==> config.mk <==
export PLATFORM = sky130hd
export DESIGN_NAME = mem_responder
export DESIGN_NICKNAME = d
export VERILOG_FILES = /design/src/rtl/mem_resp_pkg.sv /design/src/rtl/mem_array.sv /design/src/rtl/mem_responder.sv
export SDC_FILE = /design/constraint.sdc
export NUM_CORES = 2
export LEC_CHECK = 0
export BUFFER_PORTS_ARGS = -buffer_cell sky130_fd_sc_hd__buf_2
export CAP_MARGIN = 40
export CORE_UTILIZATION = 55
export CTS_CLUSTER_DIAMETER = 40
export CTS_CLUSTER_SIZE = 28
export DETAILED_ROUTE_END_ITERATION = 10
export PLACE_DENSITY = 0.74
export RECOVER_POWER = 100
export SLEW_MARGIN = 15
export SYNTH_ARGS = -nofsm -noshare
export SYNTH_HDL_FRONTEND = slang
export SYNTH_HIERARCHICAL = 1
export SYNTH_SLANG_ARGS = --single-unit
==> constraint.sdc <==
create_clock -name clk -period 6 [get_ports clk]
set_input_delay 0.3 -clock clk [delete_from_list [all_inputs] [get_ports clk]]
set_output_delay 0.3 -clock clk [all_outputs]
set_load 0.02 [all_outputs]
==> src/rtl/mem_resp_pkg.sv <==
// Shared types and constants for the data-memory responder.
package mem_resp_pkg;

   localparam int CNT_W       = 3;
   localparam int MAX_LATENCY = (1 << CNT_W) - 1;

   typedef enum logic [1:0] {
      IDLE    = 2'd0,
      WAIT    = 2'd1,
      DONE    = 2'd2,
      RELEASE = 2'd3
   } state_t;

   typedef enum logic {
      OP_RD = 1'b0,
      OP_WR = 1'b1
   } op_t;

endpackage

==> src/rtl/mem_array.sv <==
// Synchronous single-port RAM with a registered read port. Storage is not reset;
// only the read register returns to zero.
module mem_array #(
   parameter int ADDR_W = 8,
   parameter int DATA_W = 16,
   parameter int DEPTH  = 256
) (
   input  logic              clk,
   input  logic              reset_n,
   input  logic              en,
   input  logic              we,
   input  logic [ADDR_W-1:0] addr,
   input  logic [DATA_W-1:0] din,
   output logic [DATA_W-1:0] dout
);

   localparam int IDX_W = (DEPTH > 1) ? $clog2(DEPTH) : 1;

   logic [DATA_W-1:0] mem [DEPTH];
   logic [IDX_W-1:0]  idx;
   logic              unused_addr;

   // Upper address bits are range-checked by the responder before en is raised.
   assign idx         = addr[IDX_W-1:0];
   assign unused_addr = ^addr;

   // Storage write port; contents survive reset.
   always_ff @(posedge clk) begin
      if (en && we) begin
         mem[idx] <= din;
      end
   end

   // Read register only changes on an enabled read, so it holds the last read value.
   always_ff @(posedge clk or negedge reset_n) begin
      if (!reset_n) begin
         dout <= '0;
      end else if (en && !we) begin
         dout <= mem[idx];
      end
   end

endmodule

==> src/rtl/mem_responder.sv <==
// Memory-side handshake for the multicycle control unit: accepts a held
// MemRead/MemWrite request, waits LATENCY cycles, performs one word access and
// acknowledges with a single-cycle mem_ready.
module mem_responder #(
   parameter int ADDR_W  = 8,
   parameter int DATA_W  = 16,
   parameter int DEPTH   = 256,
   parameter int LATENCY = 2
) (
   input  logic              clk,
   input  logic              reset_n,
   input  logic              mem_read,
   input  logic              mem_write,
   input  logic [ADDR_W-1:0] addr,
   input  logic [DATA_W-1:0] wdata,
   output logic [DATA_W-1:0] rdata,
   output logic              mem_ready,
   output logic              mem_busy,
   output logic              err
);

   import mem_resp_pkg::*;

   if (LATENCY < 0 || LATENCY > MAX_LATENCY) begin : g_latency_check
      $error("mem_responder: LATENCY must be in 0..7");
   end

   if (DEPTH < 2 || DEPTH > (1 << ADDR_W)) begin : g_depth_check
      $error("mem_responder: DEPTH must be in 2..2**ADDR_W");
   end

   localparam logic [CNT_W-1:0] LAT_CNT   = CNT_W'(LATENCY);
   localparam logic [ADDR_W:0]  DEPTH_LIM = (ADDR_W+1)'(DEPTH);

   state_t            state;
   state_t            state_next;
   logic [CNT_W-1:0]  cnt;
   logic [ADDR_W-1:0] addr_q;
   logic [DATA_W-1:0] wdata_q;
   op_t               op_q;
   logic              err_q;

   logic              req_any;
   logic              req_one;
   logic              req_both;
   logic              access_fire;
   logic              acc_in_range;
   logic              acc_is_wr;
   logic [ADDR_W-1:0] acc_addr;
   logic [DATA_W-1:0] acc_wdata;
   logic              ram_en;
   logic              ram_we;
   logic              err_set;

   assign req_any  = mem_read | mem_write;
   assign req_one  = mem_read ^ mem_write;
   assign req_both = mem_read & mem_write;

   // Next state, plus the RAM strobe for the edge entering DONE. With zero latency
   // that edge leaves IDLE, so the live request fields are used instead of the latches.
   always_comb begin
      state_next   = state;
      access_fire  = 1'b0;
      acc_addr     = addr_q;
      acc_wdata    = wdata_q;
      acc_is_wr    = (op_q == OP_WR);
      err_set      = 1'b0;
      case (state)
         IDLE: begin
            acc_addr  = addr;
            acc_wdata = wdata;
            acc_is_wr = mem_write;
            if (req_both) begin
               state_next = RELEASE;
               err_set    = 1'b1;
            end else if (req_one) begin
               if (LATENCY == 0) begin
                  state_next  = DONE;
                  access_fire = 1'b1;
               end else begin
                  state_next = WAIT;
               end
            end
         end
         WAIT: begin
            if (!req_any) begin
               state_next = IDLE;
            end else if (cnt == CNT_W'(1)) begin
               state_next  = DONE;
               access_fire = 1'b1;
            end
         end
         DONE: begin
            state_next = req_any ? RELEASE : IDLE;
         end
         RELEASE: begin
            if (!req_any) begin
               state_next = IDLE;
            end
         end
         default: begin
            state_next = IDLE;
         end
      endcase
      acc_in_range = ({1'b0, acc_addr} < DEPTH_LIM);
      ram_en       = access_fire && acc_in_range;
      ram_we       = acc_is_wr;
      if (access_fire && !acc_in_range) begin
         err_set = 1'b1;
      end
   end

   // State register, wait counter and the one-cycle error flag.
   always_ff @(posedge clk or negedge reset_n) begin
      if (!reset_n) begin
         state <= IDLE;
         cnt   <= '0;
         err_q <= 1'b0;
      end else begin
         state <= state_next;
         err_q <= err_set;
         if (state == IDLE && req_one) begin
            cnt <= LAT_CNT;
         end else if (state == WAIT && req_any && cnt != '0) begin
            cnt <= cnt - 1'b1;
         end
      end
   end

   // Capture the request once at acceptance so later input changes are ignored.
   always_ff @(posedge clk or negedge reset_n) begin
      if (!reset_n) begin
         addr_q  <= '0;
         wdata_q <= '0;
         op_q    <= OP_RD;
      end else if (state == IDLE && req_one) begin
         addr_q  <= addr;
         wdata_q <= wdata;
         op_q    <= mem_write ? OP_WR : OP_RD;
      end
   end

   assign mem_ready = (state == DONE);
   assign mem_busy  = (state == WAIT) || (state == DONE);
   assign err       = err_q;

   mem_array #(
      .ADDR_W (ADDR_W),
      .DATA_W (DATA_W),
      .DEPTH  (DEPTH)
   ) u_mem_array (
      .clk     (clk),
      .reset_n (reset_n),
      .en      (ram_en),
      .we      (ram_we),
      .addr    (acc_addr),
      .din     (acc_wdata),
      .dout    (rdata)
   );

endmodule

==> qor.csv <==
stage,metric,value,unit
run_status,status,"finished, violations left",
run_status,violations,"capacitance limit, slew limit, setup timing",
synthesis,avgSynthCellArea,22.1,um2
timing,rsz0062_at_grt,no,
synthesis,syn_inst,7266,
global_routing,antenna_found_initial,25,
setup_path,required,6.56,ns
route,postRouteAntennaNets,0,
power,power,103,mW
global_routing,grtUsageTotal,30.6,%
setup_path,r2r-end,u_mem_array/mem[206][5]$_DFFE_PP_,
setup_path,critical_path.max_stage_delay,0.82,ns
setup_path,reg2reg_slack,-0.0002,ns
timing,fin_crit_sh,100,%
floorplan,core_area,289000,um2
synthesis,yosysTopAreaCellShare,76.7,%
route,wire_per_inst,36.5,um
synthesis,syn_nets,7303,
min_path,worst_hold_startpoint,wdata[14],
setup_path,worstSetupPathType,reg -> reg,
route,totalWireLength,448000,um
timing,layout_min_cycle_time,6.00,ns
synthesis,synth_seq_area_share,77.4,%
synthesis,synth_cell_type_count,74,
global_routing,grt_max_degree,197,
min_path,hp-class,in -> reg,
clock_tree,clkSlewWorstSetupHoldPaths,0.06,ns
floorplan,die_w,542,um
timing,max_clock_freq,167,MHz
global_routing,grt_pass1_wl,629000,um
synthesis,synth-seq-cells,4143,
global_routing,grt_overflow,0,
layout,area_growth,14.4,%
layout,fillers,18570,
timing,setup_viol,1,
place,hpwl,266000,um
clock_tree,cts_tree,done,
global_routing,grt_pass1_vias,83671,
floorplan,die_area,294000,um2
min_path,hold-path-endpoint,wdata_q[14]$_DFFE_PN0P_,
synthesis,ys.flop_type,edfxtp_1,
setup_path,start_kind,flop,
setup_path,rr_startpoint,state[0]$_DFFE_PN0P_,
route,vias,83923,
power,power_density,562,nW/um2
synthesis,syn_area,160000,um2
route,dr.pass1.iters,7,
layout,final_util,63.5,%
route,via_per_inst,6.85,
setup_path,path_buf_inv,5,
layout,drive_gt1_share,28.7,%
clock_tree,clock_latency,1.01,ns
setup_path,endpoint_kind,flop,
clock_tree,cts_buffers,456,
synthesis,synth.largest_area_cell,edfxtp_1,
route,route.detailed.drc,0,
floorplan,pin_count,47,
power,ir_drop,0.000537,V
timing,finalHoldViolations,0,
clock_tree,root_buffer,clkbuf_16,
floorplan,die_h,542,um
clock_tree,cts.sinks,4143,
clock_tree,cts_buffer_depth,4,
setup_path,slowest_stage,nor3_1,
floorplan,rows,197,
setup_path,worstPathArrival,6.56,ns
setup_path,crit_path_max_fanout,22,
setup_path,cpMostUsedCell,clkbuf_1,
timing,clock_skew,0.0917,ns
setup_path,reg2regPathDepth,10,
timing,maxSlewHeadroom,-189,%
job,drv_cap,24,
layout,fin_nets,7993,
timing,setup_slack,-0.000201,ns
place,gp_congestion,0.935,
route,drt-initial-drc-count,13808,
timing,worstMarginPinSlew,4.33,ns
clock_tree,cts_max_level,5,
timing,hold_slack,0.0977,ns
synthesis,synth_warnings,6,
floorplan,initial_utilization,55.5,%
min_path,hold_depth,3,
synthesis,ys_top_cells_by_area,"edfxtp_1, mux4_2, mux2i_1, nor2_1, dfrtp_1",
timing,slew_violations,1762,
synthesis,synth_enable_flop_cells,4096,
place,port_buffers,46,
power,power_leakage,58.4,nW
setup_path,crit_family,buffers and inverters,
setup_path,cp_cell_sequence,inv_1 -> ha_2 -> buf_4 -> mux2_1 -> and2_0 -> clkbuf_1 -> nand3_1 -> clkbuf_1 -> nor3_1 -> clkbuf_1,
synthesis,synthArstFlopShare,1.13,%
per-stage QoR:
step	cell area (um2)	std cells	setup TNS [ns]	setup WS, ns
after floorplan	160000	7266	0	1.46
after global placement	168000	11310	-0.263	-0.263
after detailed placement	168000	11340	0	0.734
after CTS	185000	12232	0	0.706
after global routing	183000	12243	0	0.224
final	183000	12256	-0.000201	-0.000201
cells in the mapped netlist (41+ instances only):
master and n:
edfxtp_1 4096, mux4_2 973, nor2_1 324, mux2i_1 321, nand2_1 148, clkbuf_1 141
a22oi_1 138, buf_2 109, o21ai_0 101, nand3_1 97, mux2_2 83, a21oi_1 74
buf_6 73, o22ai_1 72, buf_4 63, dfrtp_1 47, nor3_1 41
metal layers:
metal  routed length (um)  track usage (%)  vias up
met4                28400             16.4       26
met5                  174                0        -
li1                     -                -    32226
met2               207000             46.9     6740
met3                62100             8.87     1309
met1               150000             39.9    43622
cells by family after synthesis:
group / count (synthesis) / share of synthesized area, %
flops: 4143 / 77.4
mux: 1382 / 16.3
compound gates: 572 / 2.46
buf+inv: 438 / 1.73
simple gates: 722 / 2.00
fa+ha+maj: 9 / 0.0702
where the power goes:
group,switching (mW),internal [mW]
logic,24.0,12.1
clock network,12.6,16.4
registers,0.202,37.8
flip-flops by register name, indices dropped and copies added (netlist names):
name and cells:
addr_q 8, cnt 3, err 1, op_q 1
state 2, u_mem_array/dout 16, u_mem_array/mem 4096, wdata_q 16
area by class of cell:
| type | instances | area [um2] | share of cell area [%] |
|---|---|---|---|
| Multi-Input combinational cell | 2685 | 33600 | 18.3 |
| Clock buffer | 498 | 11800 | 6.43 |
| Tap cell | 3880 | 4850 | 2.65 |
| Sequential cell | 4143 | 124000 | 67.7 |
| Inverter | 15 | 71.3 | 0.0389 |
| Antenna cell | 15 | 37.5 | 0.0205 |
| Clock inverter | 365 | 4170 | 2.28 |
| Timing Repair Buffer | 655 | 4650 | 2.54 |
cells in the final DEF (no fill, tap or decap), types with 39 or more instances in the layout:
cell type,instances
mux2i_1,321
clkbuf_1,158
o22ai_1,72
a21oi_1,74
mux4_2,973
o21ai_0,101
clkinv_2,53
mux2_2,66
bufinv_16,39
nand2_1,147
nor2_1,306
inv_6,78
clkbuf_16,462
clkinv_4,54
edfxtp_1,4096
buf_12,42
dfrtp_1,47
clkinvlp_4,47
a22oi_1,138
nand3_1,97
clkbuf_2,174
buf_4,229
what timing repair did:
item,in CTS,in global routing
hold buffers,29,0
setup buffers,0,0
resized for setup,0,0
endpoints found under the hold margin,107,0
worst max-delay path by stage:
stage	start	end	slack, ns	cells after the start
CTS	state[0]$_DFFE_PN0P_	u_mem_array/dout[2]$_DFFE_PN0P_	0.71	14
global placement	state[0]$_DFFE_PN0P_	u_mem_array/dout[4]$_DFFE_PN0P_	-0.26	12
floorplan	state[0]$_DFFE_PN0P_	u_mem_array/mem[156][0]$_DFFE_PP_	1.46	13
finish	state[0]$_DFFE_PN0P_	u_mem_array/mem[206][5]$_DFFE_PP_	-0.0002	10
global route	state[0]$_DFFE_PN0P_	u_mem_array/mem[157][14]$_DFFE_PP_	0.22	9
detailed placement	state[0]$_DFFE_PN0P_	u_mem_array/dout[2]$_DFFE_PN0P_	0.73	14
worst register-to-register path, delay by kind of cell, from the launching register on:
| family | cells | cell delay (ns) |
|---|---|---|
| AND/OR/NAND/NOR | 3 | 1.97 |
| flip-flops | 1 | 0.42 |
| buffers and inverters | 5 | 2.17 |
| adder cells (fa/ha/maj) | 1 | 0.45 |
| multiplexers | 1 | 0.59 |
Power figures use the tool's default switching activity.
